`src/rtl/noc_flit_axis_receiver_if.sv`:
```
// AXI-Stream beat channel driven by the NoC flit receiver.
interface noc_flit_axis_receiver_if #(
    parameter int TDATA_WIDTH = 64,
    parameter int TID_WIDTH   = 2,
    parameter int TDEST_WIDTH = 2
);
    logic                   tvalid;
    logic                   tready;
    logic [TDATA_WIDTH-1:0] tdata;
    logic                   tlast;
    logic [TID_WIDTH-1:0]   tid;
    logic [TDEST_WIDTH-1:0] tdest;

    modport master (output tvalid, tdata, tlast, tid, tdest, input tready);
    modport slave  (input tvalid, tdata, tlast, tid, tdest, output tready);
endinterface

```
`src/rtl/noc_flit_axis_receiver.sv`:
```
// NoC ejection endpoint: credit-flow flit FIFO, then SERIALIZATION_FACTOR
// flits are packed LSB-first into one registered AXI-Stream beat.
module noc_flit_axis_receiver #(
    parameter int TDATA_WIDTH          = 64,
    parameter int TID_WIDTH            = 2,
    parameter int TDEST_WIDTH          = 2,
    parameter int SERIALIZATION_FACTOR = 2,
    parameter int FLIT_WIDTH           = TDATA_WIDTH / SERIALIZATION_FACTOR,
    parameter int DEST_WIDTH           = TID_WIDTH + TDEST_WIDTH,
    parameter int FLIT_BUFFER_DEPTH    = 2
) (
    input  logic                  clk_noc,
    input  logic                  rst_noc_sync,
    input  logic [FLIT_WIDTH-1:0] data_in,
    input  logic [DEST_WIDTH-1:0] dest_in,
    input  logic                  is_tail_in,
    input  logic                  send_in,
    output logic                  credit_out,
    output logic                  overflow_err,
    noc_flit_axis_receiver_if.master axis_out
);
    localparam int SF   = SERIALIZATION_FACTOR;
    localparam int FW   = FLIT_WIDTH;
    localparam int D    = FLIT_BUFFER_DEPTH;
    localparam int PW   = (D > 1) ? $clog2(D) : 1;
    localparam int NW   = $clog2(D + 1);
    localparam int CW   = (SF > 1) ? $clog2(SF) : 1;

    typedef struct packed {
        logic [FW-1:0]         data;
        logic [DEST_WIDTH-1:0] dest;
        logic                  tail;
    } flit_t;

    flit_t                  r_mem [D];
    logic [PW-1:0]          r_wr_ptr, r_rd_ptr;
    logic [NW-1:0]          r_count;
    logic                   r_ovf;
    logic [CW-1:0]          r_cnt;
    logic [FW-1:0]          r_slots [SF];
    logic [DEST_WIDTH-1:0]  r_dest0;
    logic                   r_tvalid, r_tlast, r_credit;
    logic [TDATA_WIDTH-1:0] r_tdata;
    logic [TID_WIDTH-1:0]   r_tid;
    logic [TDEST_WIDTH-1:0] r_tdest;

    flit_t                  w_head;
    logic                   w_empty, w_full, w_final, w_out_free, w_pop, w_push;
    logic [TDATA_WIDTH-1:0] w_beat;
    logic [DEST_WIDTH-1:0]  w_beat_dest;

    function automatic logic [PW-1:0] f_next(input logic [PW-1:0] p);
        return (p == PW'(D - 1)) ? '0 : p + 1'b1;
    endfunction

    assign w_head      = r_mem[r_rd_ptr];
    assign w_empty     = (r_count == '0);
    assign w_full      = (r_count == NW'(D));
    assign w_final     = (r_cnt == CW'(SF - 1)) || w_head.tail;
    assign w_out_free  = !r_tvalid || axis_out.tready;
    // Non-final flits never need the output register, so only the final one stalls.
    assign w_pop       = !w_empty && (!w_final || w_out_free);
    assign w_push      = send_in && !w_full;
    assign w_beat_dest = (r_cnt == '0) ? w_head.dest : r_dest0;

    always_comb begin
        w_beat = '0;
        for (int k = 0; k < SF; k++) begin
            if (k < int'(r_cnt))
                w_beat[k*FW +: FW] = r_slots[k];
            else if (k == int'(r_cnt))
                w_beat[k*FW +: FW] = w_head.data;
        end
    end

    // Pop frees space only after the edge, so a write into a full FIFO is dropped.
    always_ff @(posedge clk_noc) begin
        if (rst_noc_sync) begin
            r_wr_ptr <= '0;
            r_rd_ptr <= '0;
            r_count  <= '0;
            r_ovf    <= 1'b0;
        end else begin
            if (w_push) begin
                r_mem[r_wr_ptr] <= '{data: data_in, dest: dest_in, tail: is_tail_in};
                r_wr_ptr        <= f_next(r_wr_ptr);
            end
            if (w_pop)
                r_rd_ptr <= f_next(r_rd_ptr);
            r_count <= r_count + NW'(w_push) - NW'(w_pop);
            if (send_in && w_full)
                r_ovf <= 1'b1;
        end
    end

    always_ff @(posedge clk_noc) begin
        if (rst_noc_sync) begin
            r_cnt   <= '0;
            r_slots <= '{default: '0};
            r_dest0 <= '0;
        end else if (w_pop) begin
            if (w_final) begin
                r_cnt <= '0;
            end else begin
                r_slots[r_cnt] <= w_head.data;
                if (r_cnt == '0)
                    r_dest0 <= w_head.dest;
                r_cnt <= r_cnt + 1'b1;
            end
        end
    end

    always_ff @(posedge clk_noc) begin
        if (rst_noc_sync) begin
            r_tvalid <= 1'b0;
            r_tdata  <= '0;
            r_tlast  <= 1'b0;
            r_tid    <= '0;
            r_tdest  <= '0;
            r_credit <= 1'b0;
        end else begin
            r_credit <= w_pop;
            if (w_pop && w_final) begin
                r_tvalid <= 1'b1;
                r_tdata  <= w_beat;
                r_tlast  <= w_head.tail;
                r_tid    <= w_beat_dest[DEST_WIDTH-1 -: TID_WIDTH];
                r_tdest  <= w_beat_dest[TDEST_WIDTH-1:0];
            end else if (axis_out.tready) begin
                r_tvalid <= 1'b0;
            end
        end
    end

    assign axis_out.tvalid = r_tvalid;
    assign axis_out.tdata  = r_tdata;
    assign axis_out.tlast  = r_tlast;
    assign axis_out.tid    = r_tid;
    assign axis_out.tdest  = r_tdest;
    assign credit_out      = r_credit;
    assign overflow_err    = r_ovf;
endmodule

```
`src/flat_wrapper.sv`:
```
// flat-port wrapper written by rule: the top's interface ports become plain ports
module noc_flit_axis_receiver_flat 
#(
    parameter int TDATA_WIDTH          = 64,
    parameter int TID_WIDTH            = 2,
    parameter int TDEST_WIDTH          = 2,
    parameter int SERIALIZATION_FACTOR = 2,
    parameter int FLIT_WIDTH           = TDATA_WIDTH / SERIALIZATION_FACTOR,
    parameter int DEST_WIDTH           = TID_WIDTH + TDEST_WIDTH,
    parameter int FLIT_BUFFER_DEPTH    = 2
)
  (clk_noc, rst_noc_sync, data_in, dest_in, is_tail_in, send_in, credit_out, overflow_err, axis_out_tvalid, axis_out_tdata, axis_out_tlast, axis_out_tid, axis_out_tdest, axis_out_tready);
  noc_flit_axis_receiver_if #(.TDATA_WIDTH(TDATA_WIDTH), .TID_WIDTH(TID_WIDTH), .TDEST_WIDTH(TDEST_WIDTH)) axis_out_i ();
  input  logic clk_noc;
  input  logic rst_noc_sync;
  input  logic [FLIT_WIDTH-1:0] data_in;
  input  logic [DEST_WIDTH-1:0] dest_in;
  input  logic is_tail_in;
  input  logic send_in;
  output logic credit_out;
  output logic overflow_err;
  output wire logic [$bits(axis_out_i.tvalid)-1:0] axis_out_tvalid;
  output wire logic [$bits(axis_out_i.tdata)-1:0] axis_out_tdata;
  output wire logic [$bits(axis_out_i.tlast)-1:0] axis_out_tlast;
  output wire logic [$bits(axis_out_i.tid)-1:0] axis_out_tid;
  output wire logic [$bits(axis_out_i.tdest)-1:0] axis_out_tdest;
  input wire logic [$bits(axis_out_i.tready)-1:0] axis_out_tready;
  assign axis_out_tvalid = axis_out_i.tvalid;
  assign axis_out_tdata = axis_out_i.tdata;
  assign axis_out_tlast = axis_out_i.tlast;
  assign axis_out_tid = axis_out_i.tid;
  assign axis_out_tdest = axis_out_i.tdest;
  assign axis_out_i.tready = axis_out_tready;
  noc_flit_axis_receiver #(.TDATA_WIDTH(TDATA_WIDTH), .TID_WIDTH(TID_WIDTH), .TDEST_WIDTH(TDEST_WIDTH), .SERIALIZATION_FACTOR(SERIALIZATION_FACTOR), .FLIT_WIDTH(FLIT_WIDTH), .DEST_WIDTH(DEST_WIDTH), .FLIT_BUFFER_DEPTH(FLIT_BUFFER_DEPTH)) u_core (.clk_noc(clk_noc), .rst_noc_sync(rst_noc_sync), .data_in(data_in), .dest_in(dest_in), .is_tail_in(is_tail_in), .send_in(send_in), .credit_out(credit_out), .overflow_err(overflow_err), .axis_out(axis_out_i));
endmodule
```
`config.mk`:
```
export PLATFORM = sky130hd
export DESIGN_NAME = noc_flit_axis_receiver_flat
export DESIGN_NICKNAME = d
export VERILOG_FILES = /design/src/rtl/noc_flit_axis_receiver_if.sv /design/src/rtl/noc_flit_axis_receiver.sv /design/src/flat_wrapper.sv
export SDC_FILE = /design/constraint.sdc
export NUM_CORES = 1
export LEC_CHECK = 0
export CAP_MARGIN = 20
export CORE_MARGIN = 10
export CORE_UTILIZATION = 50
export CTS_CLUSTER_SIZE = 8
export DETAILED_ROUTE_END_ITERATION = 12
export GPL_ROUTABILITY_DRIVEN = 0
export PLACE_DENSITY = 0.86
export SLEW_MARGIN = 20
export SYNTH_ARGS = -nofsm -noshare
export SYNTH_HDL_FRONTEND = slang
export SYNTH_SLANG_ARGS = --single-unit
```
`constraint.sdc`:
```
create_clock -name clk_noc -period 8.5 [get_ports clk_noc]
set_input_delay 1.7 -clock clk_noc [delete_from_list [all_inputs] [get_ports clk_noc]]
set_output_delay 1.7 -clock clk_noc [all_outputs]
set_load 0.03 [all_outputs]
```
==> results of run 1 <==
-- cell usage after synthesis, types with 2 or more instances --
library cell,number,share of area
sky130_fd_sc_hd__o32ai_1,32,0.038
sky130_fd_sc_hd__o211ai_1,4,0.0041
sky130_fd_sc_hd__dfxtp_1,114,0.31
sky130_fd_sc_hd__edfxtp_1,74,0.30
sky130_fd_sc_hd__nand3_1,2,0.0014
sky130_fd_sc_hd__buf_4,6,0.0061
sky130_fd_sc_hd__mux2_2,7,0.011
sky130_fd_sc_hd__a21oi_1,41,0.028
sky130_fd_sc_hd__inv_1,5,0.0025
sky130_fd_sc_hd__buf_6,12,0.018
sky130_fd_sc_hd__buf_2,7,0.0047
sky130_fd_sc_hd__mux2i_1,68,0.092
sky130_fd_sc_hd__nor2b_1,36,0.030
sky130_fd_sc_hd__o21ai_0,2,0.0014
sky130_fd_sc_hd__ha_1,2,0.0034
sky130_fd_sc_hd__nor2_1,6,0.0030
sky130_fd_sc_hd__nor3_1,10,0.0068
sky130_fd_sc_hd__a211oi_1,32,0.032
sky130_fd_sc_hd__nand2b_1,6,0.0051
sky130_fd_sc_hd__buf_1,2,0.0010
sky130_fd_sc_hd__a211o_1,32,0.038
sky130_fd_sc_hd__nand2_1,69,0.035
sky130_fd_sc_hd__clkbuf_1,26,0.013
-- metal layers --
metal	share of wire	up-vias	wire length, um	GRT usage
met5	0	-	0	0
met4	0.019	0	359	0.0742
met3	0.067	37	1240	0.0507
met2	0.51	219	9450	0.304
met1	0.41	2601	7530	0.209
li1	-	2431	-	-
-- critical path: stages --
cell                              delay [ps]
sky130_fd_sc_hd__clkdlybuf4s50_1         470
sky130_fd_sc_hd__nand2b_1                260
sky130_fd_sc_hd__nand3_1                 510
sky130_fd_sc_hd__buf_4                   420
sky130_fd_sc_hd__o32ai_1                 300
-- registers in the layout, summed over array words and instances, names as in the netlist, named ones only --
name and cells:
u_core.r_mem 74, u_core.axis_out.tvalid 1, u_core.r_wr_ptr 1, u_core.r_dest0 4, u_core.axis_out.tlast 1, u_core.credit_out 1
u_core.r_rd_ptr 1, u_core.r_cnt 1, u_core.overflow_err 1, u_core.r_count 2, u_core.axis_out.tid 2, u_core.axis_out.tdest 2
u_core.r_slots 32, u_core.axis_out.tdata 64
-- metrics by stage --
step           hold WS (ps)  total power, uW   util  std cells  cell area [um2]
2_1_floorplan           467             2050      -        609             7410
3_3_place_gp            448             2320  0.588        862             8540
3_5_place_dp            453             2380  0.588        862             8540
4_1_cts                 462             3140  0.627        893             9120
5_1_grt                 479             3270  0.627        893             9120
6_report                458             3140  0.627        893             9120
-- final cells by class --
cell class	instances	area, um2	area share
tap	184	230	0.0252
inverter	7	27.5	0.00302
clock inverter	5	26.3	0.00288
multi-input combinational	361	2580	0.283
clock buffer	26	553	0.0606
sequential	188	4510	0.494
timing repair buffer	122	1190	0.131
-- power by group through the flow --
stage	clock network (uW)	registers, uW	logic, uW
after global routing	810	1260	1210
after CTS	773	1240	1130
final	769	1240	1130
after detailed placement	0	1250	1120
after floorplan	0	1380	664
after global placement	0	1240	1070
-- how the worst max path moves through the flow --
stage / slack, ps / cells after the start / from / endpoint
after global placement: 4840 / 10 / axis_out_tready / u_core.r_count[1]
after CTS: 5170 / 5 / axis_out_tready / u_core.axis_out.tdata[54]
after detailed placement: 4740 / 5 / axis_out_tready / u_core.axis_out.tdata[62]
after floorplan: 3030 / 4 / rst_noc_sync / u_core.r_mem[1][0]
final: 5160 / 5 / axis_out_tready / u_core.axis_out.tdata[54]
after global routing: 4910 / 5 / axis_out_tready / u_core.axis_out.tdata[54]
-- cells by family (layout without fill, tap and decap cells) --
family	count (synthesis)	in the layout
simple gates	133	133
fa+ha+maj	2	2
xor+xnor	1	1
flops	188	188
compound gates	149	149
mux	76	76
buf+inv	60	160
==> flow_metrics.tcl, run 1 <==
set metrics [dict create \
    outcome "finished clean" \
    pwr_density_cell_nw_per_um2 345 \
    total_leakage_power_uw 0.00333 \
    grt_max_degree 76 \
    buffers_from_clock_root_to_sink_at_most 2 \
    grt_setup_unrepaired "no" \
    final_hold_viol_count 0 \
    synth.ff_latch_count 188 \
    num_rows 44 \
    fin_setup_tns_ps 0 \
    critPathCaptureType "register" \
    power_switching_share 0.357 \
    post_route_cells_drive_above_1_share 0.0818 \
    hp-class "register to register" \
    timing.final.crit_period_ps 3340 \
    power_dissipated_by_switching_net_loads_uw 1120 \
    syn-num-nets 652 \
    dr_total_vias 5288 \
    finalCritPeriodShare 0.393 \
    cts_sinks 188 \
    hold_end "u_core.axis_out.tdata[11]" \
    htree_num_levels 4 \
    synthesis.instances 609 \
    drt-vias-per-instance 5.92 \
    num_antenna_cells 0 \
    cp-start-kind "primary input" \
    port_buffers 112 \
    gr-total-overflow 0 \
    yosysSeqAreaShare 0.608 \
    synthArstFlopShare 0 \
    route.detailed.wl_per_inst_um 20.8 \
    floorplan.initialDensity 0.510 \
    largest_family_of_logic_cells_by_synthesized_area "compound AO/OA/AOI/OAI gates" \
    max_freq_mhz 299 \
    detail_route.wirelength_mm 18.6 \
    antenna_found_initial 0 \
    post_synth_instance_area_um2 7410 \
    core_um2 14500 \
    synth.avg_cell_area_um2 12.2 \
    clock_root_buffer_master "sky130_fd_sc_hd__clkbuf_16" \
    drc_violations_left 0 \
    die_w_um 142 \
    setup.reg_to_reg.worst_slack_ps 5850 \
    cts_tree "done" \
    post_synth_and_or_nand_nor_area_fraction 0.0851 \
    numCtsBuffers 17 \
    synth_mux_area_frac 0.105 \
    p_int_uw 2020 \
    yosysUniqueCellTypes 37 \
    hold-path-cell-count 2 \
    fill_cells 1134 \
    postLayoutSetupSlackWorst_ps 5160 \
    critical_path.max_fanout 19 \
    fraction_of_synthesized_cell_area_in_xor_and_xnor_cells 0.00118 \
    worst_slew_margin_rel 0.325 \
    worst-endpoint-arrival_ps 3670 \
    adder_cell_share_of_the_synthesized_area 0.00338 \
    drt.antenna.violating_nets 0 \
    worstPathRequired_ps 8830 \
    area_enclosed_by_the_die_boundary_um2 20100 \
    synth_warnings 0 \
    detailedPlacementHpwl_mm 11.6 \
    min-delay-start "u_core.axis_out.tdata[11]" \
    drt_first_iter_violations 591 \
    global_route_wire_length_before_repair_mm 28.7 \
    synth_flop_cell "sky130_fd_sc_hd__dfxtp_1" \
    cts_repair_resize_count 0 \
    first_global_vias 5410 \
    clock_latency_ps 440 \
    hold_buffers 0 \
    vdd_ir_drop_max_v 0.000160 \
    seq_power_share 0.395 \
    drv_cap 0 \
    setup-violations-final 0 \
    synth-edff-count 74 \
    gr-usage-all-layers 0.179 \
    final_max_slew_viol_count 0 \
    layout_common_cells "113 x sky130_fd_sc_hd__dfxtp_1, 111 x sky130_fd_sc_hd__clkdlybuf4s50_1, 74 x sky130_fd_sc_hd__edfxtp_1, 69 x sky130_fd_sc_hd__nand2_1, 68 x sky130_fd_sc_hd__mux2i_1" \
    worst_reg2reg_path_length_in_cells 10 \
    r2r_end "u_core.r_count[1]" \
    synthesized_area_fraction_occupied_by_ao_oa_aoi_and_oai_cells 0.151 \
    preCtsSetupSlack_ps 4740 \
    pwr-share-comb 0.361 \
    finalNetCount 740 \
    layout_commonest_cell "sky130_fd_sc_hd__dfxtp_1" \
    clkPwrFrac 0.245 \
    post_cts.repair.setup_buffers 0 \
    timing_worst_setup_path_type "primary input to register" \
    syn_to_final_growth_pct 23.0 \
    die_h_um 142 \
    drt-pass1-iter-count 5 \
    finalClockSkew_ps 6.71 \
    clk_transition_reported_paths_ps 60 \
    design.portCount 113 \
    worst_slew_pin_slew_ps 1010 \
]
(Power assumes the default switching activity.)
==> run 2: changes to the inputs <==
Clock period 8.5 ns to 3.4 ns, I/O delays scaled along.
==> run 2 against run 1 <==
Wire length is 3.4% lower. Worst setup slack worse by 4300 ps. Global-route usage shrank 0.087 points. Sequential cell count is the same. Clock skew rose by 5.3 ps. Highest routed layer unchanged.
==> flow_metrics.tcl, run 2 (synthesis results as in run 1) <==
set metrics [dict create \
    gr-usage-all-layers 0.179 \
    cts_sinks 188 \
    clock_root_buffer_master "sky130_fd_sc_hd__clkbuf_16" \
    finalClockSkew_ps 12.1 \
    critical_path.max_fanout 26 \
    numCtsBuffers 17 \
    finalNetCount 744 \
    antenna_found_initial 0 \
    stdcell_area_um2 9160 \
    setup-violations-final 0 \
    top_register "u_core.r_mem" \
    outcome "finished clean" \
    route.detailed.wl_per_inst_um 20.0 \
    floorplan.initialDensity 0.510 \
    num_rows 44 \
    timing_worst_setup_path_type "register to register" \
    timing.final.crit_period_ps 2570 \
    design.portCount 113 \
    drt-vias-per-instance 5.83 \
    fin_setup_tns_ps 0 \
    pwr-share-comb 0.362 \
    layout_commonest_cell "sky130_fd_sc_hd__dfxtp_1" \
    worst_slew_pin_slew_ps 1060 \
    final_max_slew_viol_count 0 \
    hp-class "register to register" \
    number_of_flip_flops_in_the_largest_register 74 \
    total_power_uw 7850 \
    total_leakage_power_uw 0.00334 \
    cp-start-kind "register" \
    critPathCaptureType "register" \
    port_buffers 112 \
    p_int_uw 4990 \
    detail_route.wirelength_mm 17.9 \
    worst-endpoint-arrival_ps 2880 \
    die_w_um 142 \
    power_dissipated_by_switching_net_loads_uw 2850 \
    die_h_um 142 \
    final_hold_viol_count 0 \
    htree_num_levels 4 \
    buffers_from_clock_root_to_sink_at_most 2 \
    worstPathRequired_ps 3710 \
    drt.antenna.violating_nets 0 \
    clk_transition_reported_paths_ps 70 \
    first_global_vias 5329 \
    post_route_cells_drive_above_1_share 0.0896 \
    seq_power_share 0.395 \
    max_freq_mhz 389 \
    layout_common_cells "113 x sky130_fd_sc_hd__dfxtp_1, 111 x sky130_fd_sc_hd__clkdlybuf4s50_1, 74 x sky130_fd_sc_hd__edfxtp_1, 69 x sky130_fd_sc_hd__nand2_1, 68 x sky130_fd_sc_hd__mux2i_1" \
    gr-total-overflow 0 \
    grt_max_degree 57 \
    drv_cap 0 \
    pwr_density_cell_nw_per_um2 857 \
    area_enclosed_by_the_die_boundary_um2 20100 \
    finalCritPeriodShare 0.757 \
    syn_to_final_growth_pct 23.5 \
    grt_setup_unrepaired "no" \
    core_um2 14500 \
    vdd_ir_drop_max_v 0.000410 \
    num_antenna_cells 0 \
    hold_buffers 0 \
    power_switching_share 0.364 \
    cts_tree "done" \
    fill_cells 1122 \
    post_cts.repair.setup_buffers 0 \
    global_route_wire_length_before_repair_mm 28.6 \
    clkPwrFrac 0.243 \
    drt-pass1-iter-count 5 \
    drc_violations_left 0 \
    worst_slew_margin_rel 0.289 \
    detailedPlacementHpwl_mm 11.9 \
    clock_latency_ps 440 \
    postLayoutSetupSlackWorst_ps 827 \
    cts_repair_resize_count 0 \
    drt_first_iter_violations 520 \
    preCtsSetupSlack_ps 654 \
    dr_total_vias 5239 \
    placement.cell_area_um2 8590 \
    fin_util 0.630 \
]
==> run 2: worst max-delay path: stages, from the launching register on <==
cell and delay, ps:
sky130_fd_sc_hd__dfxtp_1 870, sky130_fd_sc_hd__o21ba_2 280, sky130_fd_sc_hd__a22oi_2 280, sky130_fd_sc_hd__inv_1 100, sky130_fd_sc_hd__ha_1 310, sky130_fd_sc_hd__inv_1 70
sky130_fd_sc_hd__ha_1 170, sky130_fd_sc_hd__xor2_1 180, sky130_fd_sc_hd__and2_1 150, sky130_fd_sc_hd__nor3_1 40
==> run 2: path summary, 6_finish.rpt <==
path              slack [ps]                      from                       end  cells past startpoint
setup reg to reg         830              u_core.r_cnt         u_core.r_count[1]                      9
hold reg to reg          460  u_core.axis_out.tdata[6]  u_core.axis_out.tdata[6]                      2
setup / recovery         830              u_core.r_cnt         u_core.r_count[1]                      9
hold / removal           460  u_core.axis_out.tdata[6]  u_core.axis_out.tdata[6]                      2
==> run 2: cell type report <==
class	instances	area, um2	area share
Inverter	7	26.3	0.00287
Multi-Input combinational cell	361	2600	0.284
Clock inverter	14	134	0.0146
Tap cell	184	230	0.0251
Sequential cell	188	4510	0.492
Clock buffer	18	429	0.0469
Timing Repair Buffer	126	1240	0.135
==> run 2: power groups by stage <==
stage	Sequential, uW	Combinational [uW]	Clock (uW)
after floorplan	3450	1660	0
after global placement	3120	2700	0
after detailed placement	3140	2820	0
after CTS	3100	2850	1920
after global routing	3150	3050	2010
final	3100	2840	1900
==> run 2: per-stage QoR <==
stage               hold WS (ps)  instances
floorplan                    477        609
global placement             449        865
detailed placement           453        866
CTS                          468        898
global route                 484        898
finish                       464        898
==> run 2: metal layers <==
metal,part of all wire,vias to the layer above,track usage
li1,-,2460,-
met1,0.42,2559,0.214
met2,0.50,189,0.300
met3,0.063,31,0.0424
met4,0.023,0,0.0737
met5,0,-,0
==> RTL edit 1, RTL diff (settings of run 2) <==
The output `credit_out` loses its register stage (`r_credit` becomes a continuous assignment).
--- a/src/rtl/noc_flit_axis_receiver.sv
+++ b/src/rtl/noc_flit_axis_receiver.sv
@@ -119,5 +119,3 @@
             r_tdest  <= '0;
-            r_credit <= 1'b0;
         end else begin
-            r_credit <= w_pop;
             if (w_pop && w_final) begin
@@ -134,2 +132,4 @@
 
+    assign r_credit = w_pop;
+
     assign axis_out.tvalid = r_tvalid;
Check against the original RTL: not equivalent (Yosys sat finds a counterexample within 4 cycles, from zero or initial values and one cycle with rst_noc_sync high).
==> RTL edit 1 against run 2 <==
- count of clock-buffer cells in the layout grew 6
- maximum frequency shrank 4.2%
- area after synthesis shrank 0.30%
- combinational power grew 1%
- sequential cell count shrank 1
- utilization is essentially flat
- sequential share of layout area shrank 0.23 points
- wire length shrank 0.84%
- power grew 0.29%
- design area is essentially flat
- register-to-register slack gained 0.35 ns
- worst setup slack lost 0.11 ns
- highest routed layer unchanged
==> RTL edit 1: results <==
[global_routing]
grt_pass1_wl_um = 27920
grt_use_met3 = 0.04506
grt_pass1_vias = 5319
grt_use_met1 = 0.2001
grt_max_degree = 70
use_met2 = 0.2997
grt_usage = 0.1728

[finish]
final_cells = 895
drive_gt1_frac = 0.08861
diodes = 0
nets = 741

[worst_setup_path]
cp-startpoint = axis_out_tready
worstPathArrival_ns = 2.01
max_stage_delay_ns = 0.43
rrSetupSlack_ns = 1.18
cp_top_family = buffers and inverters
reg2reg_to = u_core.r_count[1]
cp_slowest_cell = clkdlybuf4s50_1
r2r-start = u_core.r_count[0]
critical_path.max_fanout = 5
critPathCapture = credit_out

[power]
pwr-share-comb = 0.366
pg_comb_uw = 2880
seq_power_uw = 3050
peakVddDrop_uv = 361.3
p_leak_uw = 0.003349
p_int_uw = 5074

[place]
postPlaceCellArea_sq_um = 8574
dpl.hpwl_um = 11220
placed_cells = 863
place_ws_ns = 0.5146

[routing]
drt_iter0_markers = 511
met1_length_um = 7349
routed-wl-met3_um = 946
routedWlPerCell_um = 19.88
vias = 5197
wl_met2_um = 9236

[synth]
synth_edf_count = 74
synth-seq-area-share = 0.6067
syn-num-nets = 649
synth.area.top_cells = dfxtp_1 31%, edfxtp_1 30%, mux2i_1 9.2%, a211o_1 3.8%, o32ai_1 3.8%
synthTopCellsByCount = 113 x dfxtp_1, 74 x edfxtp_1, 69 x nand2_1
syn-mean-instance-area_sq_um = 12.20

[hold_path]
min_to = u_core.axis_out.tdata[16]
hold_start = u_core.axis_out.tdata[16]

[sta]
fmax_mhz = 372.3
clock_skew_ns = 0.008080
hold_slack_ns = 0.4558
worst_slew_pin_slew_ns = 0.8773

[outcome]
status = finished clean

[clock_network]
cts_htree_levels = 4
## RTL edit 1: changes by cell type in the layout (fill, tap and decap cells not counted), sizes merged
cell,run 2,this run
bufinv,1,0
clkdlybuf4s50,111,110
inv,13,8
clkbuf,18,24
nor2,6,5
clkinv,6,7
dfxtp,114,113
clkinvlp,1,0
## RTL edit 1: layout make-up
cell class                      instances  area, sq um
Clock buffer                           24        535.5
Clock inverter                          8        52.55
Fill cell                            1096         5371
Inverter                                7        26.28
Multi-Input combinational cell        360         2592
Sequential cell                       187         4487
Tap cell                              184        230.2
Timing Repair Buffer                  125         1239
## RTL edit 1: cells by family (layout without fill, tap and decap cells)
family / Yosys count / count (layout) / synth area share
mux: 76 / 76 / 0.1058
simple gates: 132 / 132 / 0.08482
compound gates: 149 / 149 / 0.1503
xor+xnor: 1 / 1 / 0.001185
fa+ha+maj: 2 / 2 / 0.003385
buf+inv: 59 / 164 / 0.04774
flops: 187 / 187 / 0.6067
==> RTL edit 2, RTL diff (flow settings as in run 2) <==
Without the edit above. `TID_WIDTH` is set to 2 in 3 places; all go to 4.
--- a/src/rtl/noc_flit_axis_receiver_if.sv
+++ b/src/rtl/noc_flit_axis_receiver_if.sv
@@ -3,3 +3,3 @@
     parameter int TDATA_WIDTH = 64,
-    parameter int TID_WIDTH   = 2,
+    parameter int TID_WIDTH   = 4,
     parameter int TDEST_WIDTH = 2
--- a/src/rtl/noc_flit_axis_receiver.sv
+++ b/src/rtl/noc_flit_axis_receiver.sv
@@ -4,3 +4,3 @@
     parameter int TDATA_WIDTH          = 64,
-    parameter int TID_WIDTH            = 2,
+    parameter int TID_WIDTH            = 4,
     parameter int TDEST_WIDTH          = 2,
--- a/src/flat_wrapper.sv
+++ b/src/flat_wrapper.sv
@@ -4,3 +4,3 @@
     parameter int TDATA_WIDTH          = 64,
-    parameter int TID_WIDTH            = 2,
+    parameter int TID_WIDTH            = 4,
     parameter int TDEST_WIDTH          = 2,
Interface: changed (resized axis_out_tid and dest_in); port bits go from 113 to 117. The function was not compared with the original's and may differ.
==> RTL edit 2 against run 2 <==
- worst setup slack gained 0.0071 ns
- sequential cell count is 8 higher
- power is 4.3% higher
- wire length up 5.0%
- maximum frequency grew 0.28%
- design area up 4.5%
- area after synthesis rose by 3.3%
- worst hold slack got worse by 0.0035 ns
- largest cell class unchanged
==> RTL edit 2: results <==
[synth]
synth.area.top_cells = dfxtp_1 31%, edfxtp_1 31%, mux2i_1 9.2%, a211o_1 3.7%, o32ai_1 3.7%
async_flop_share = 0
synth-seq-area-share = 0.6146
synth_cell_types = 38
syn-num-nets = 680
synth_edf_count = 78
synthCells = 635
synth.top_cell.area_share = 0.3086
synthTopCellsByCount = 118 x dfxtp_1, 78 x edfxtp_1, 71 x nand2_1

[hold_path]
min_path_type = reg -> reg

[finish]
largest_reg_flops = 78
regMostFlops = u_core.r_mem
nets = 777
drive_gt1_frac = 0.09128

[routing]
vias = 5537
post_drt_via_cell_ratio = 5.935
drt_wl_total_um = 18850
drt_iter0_markers = 488
first_pass_iters = 5

[global_routing]
grt_pass1_vias = 5725
antenna_found_initial = 0
grt_pass1_wl_um = 29790
grt_usage = 0.1843
grt_max_degree = 74

[sta]
worst_slew_pin_slew_ns = 1.011
clock_skew_ns = 0.009362

[power]
switching_power_uw = 2921
peakVddDrop_uv = 600.7
p_leak_uw = 0.003483

[place]
placed_cells = 900
dpl.hpwl_um = 12100
io_buffer_count = 116

[worst_setup_path]
cp_slowest_cell = dfxtp_2
cp_top_family = flip-flops
max_stage_delay_ns = 0.77
critical_path.max_fanout = 34
worstPathArrival_ns = 2.85

[clock_network]
cts_buffer_depth = 2
cts_root_buf = clkbuf_16
clk_pin_slew_ns = 0.07

[outcome]
status = finished clean
[RTL edit 2: cell count changes in the layout (fill, tap and decap cells not counted), moves of 3 or more]
cell / before / now
buf_4: 14 / 17
dfxtp_1: 113 / 116
inv_6: 6 / 1
clkdlybuf4s50_1: 111 / 115
edfxtp_1: 74 / 78
nor3_1: 9 / 13
[RTL edit 2: final timing paths]
check | startpoint | end | slack (ns) | cells after the start
setup / recovery | u_core.r_cnt | u_core.r_count[1] | 0.83 | 9
hold / removal | u_core.axis_out.tdata[10] | u_core.axis_out.tdata[10] | 0.46 | 2
setup reg to reg | u_core.r_cnt | u_core.r_count[1] | 0.83 | 9
hold reg to reg | u_core.axis_out.tdata[10] | u_core.axis_out.tdata[10] | 0.46 | 2
[RTL edit 2: logic make-up after synthesis]
logic type / after synthesis / share of synthesized area
multiplexers: 80 / 0.1071
flip-flops: 196 / 0.6146
XOR/XNOR: 1 / 0.001144
adder cells (fa/ha/maj): 2 / 0.003269
AO/OA/AOI/OAI: 153 / 0.1474
AND/OR/NAND/NOR: 141 / 0.08761
buffers and inverters: 62 / 0.03890
[RTL edit 2: worst min-delay path, cell delays in order (launching register included)]
cell,delay [ns]
dfxtp_1,0.31
nand2_1,0.05
mux2i_1,0.05
[RTL edit 2: cell type report]
| cell class | instances | area (sq um) |
|---|---|---|
| clock inverters | 10 | 95.09 |
| repair buffers | 133 | 1306 |
| clock buffers | 22 | 486.7 |
| multi-input cells | 377 | 2713 |
| well taps | 188 | 235.2 |
| fillers | 1115 | 5520 |
| inverters | 7 | 26.28 |
| flip-flops and latches | 196 | 4707 |
[RTL edit 2: stage by stage]
step / hold WS, ns / utilization / area, sq um / worst slack (ns) / total power (uW)
2_1_floorplan: 0.4767 / - / 7665 / 0.1229 / 5244
3_3_place_gp: 0.4469 / 0.5938 / 8960 / 0.6219 / 6080
3_5_place_dp: 0.4530 / 0.5938 / 8960 / 0.4840 / 6202
4_1_cts: 0.4645 / 0.6323 / 9542 / 0.9022 / 8171
5_1_grt: 0.4902 / 0.6342 / 9569 / 0.7171 / 8557
6_report: 0.4603 / 0.6342 / 9569 / 0.8339 / 8186
[RTL edit 2: per-layer routing]
metal / part of all wire / track usage
met5: 0 / 0
met4: 0.023 / 0.08920
met3: 0.073 / 0.05050
met2: 0.50 / 0.3097
met1: 0.40 / 0.2128
[RTL edit 2: power groups by stage]
stage               clock network [uW]  logic (uW)  registers (uW)
floorplan                            0        1640            3600
global placement                     0        2830            3250
detailed placement                   0        2930            3270
CTS                               1980        2960            3230
global route                      2070        3200            3290
finish                            1950        3000            3240
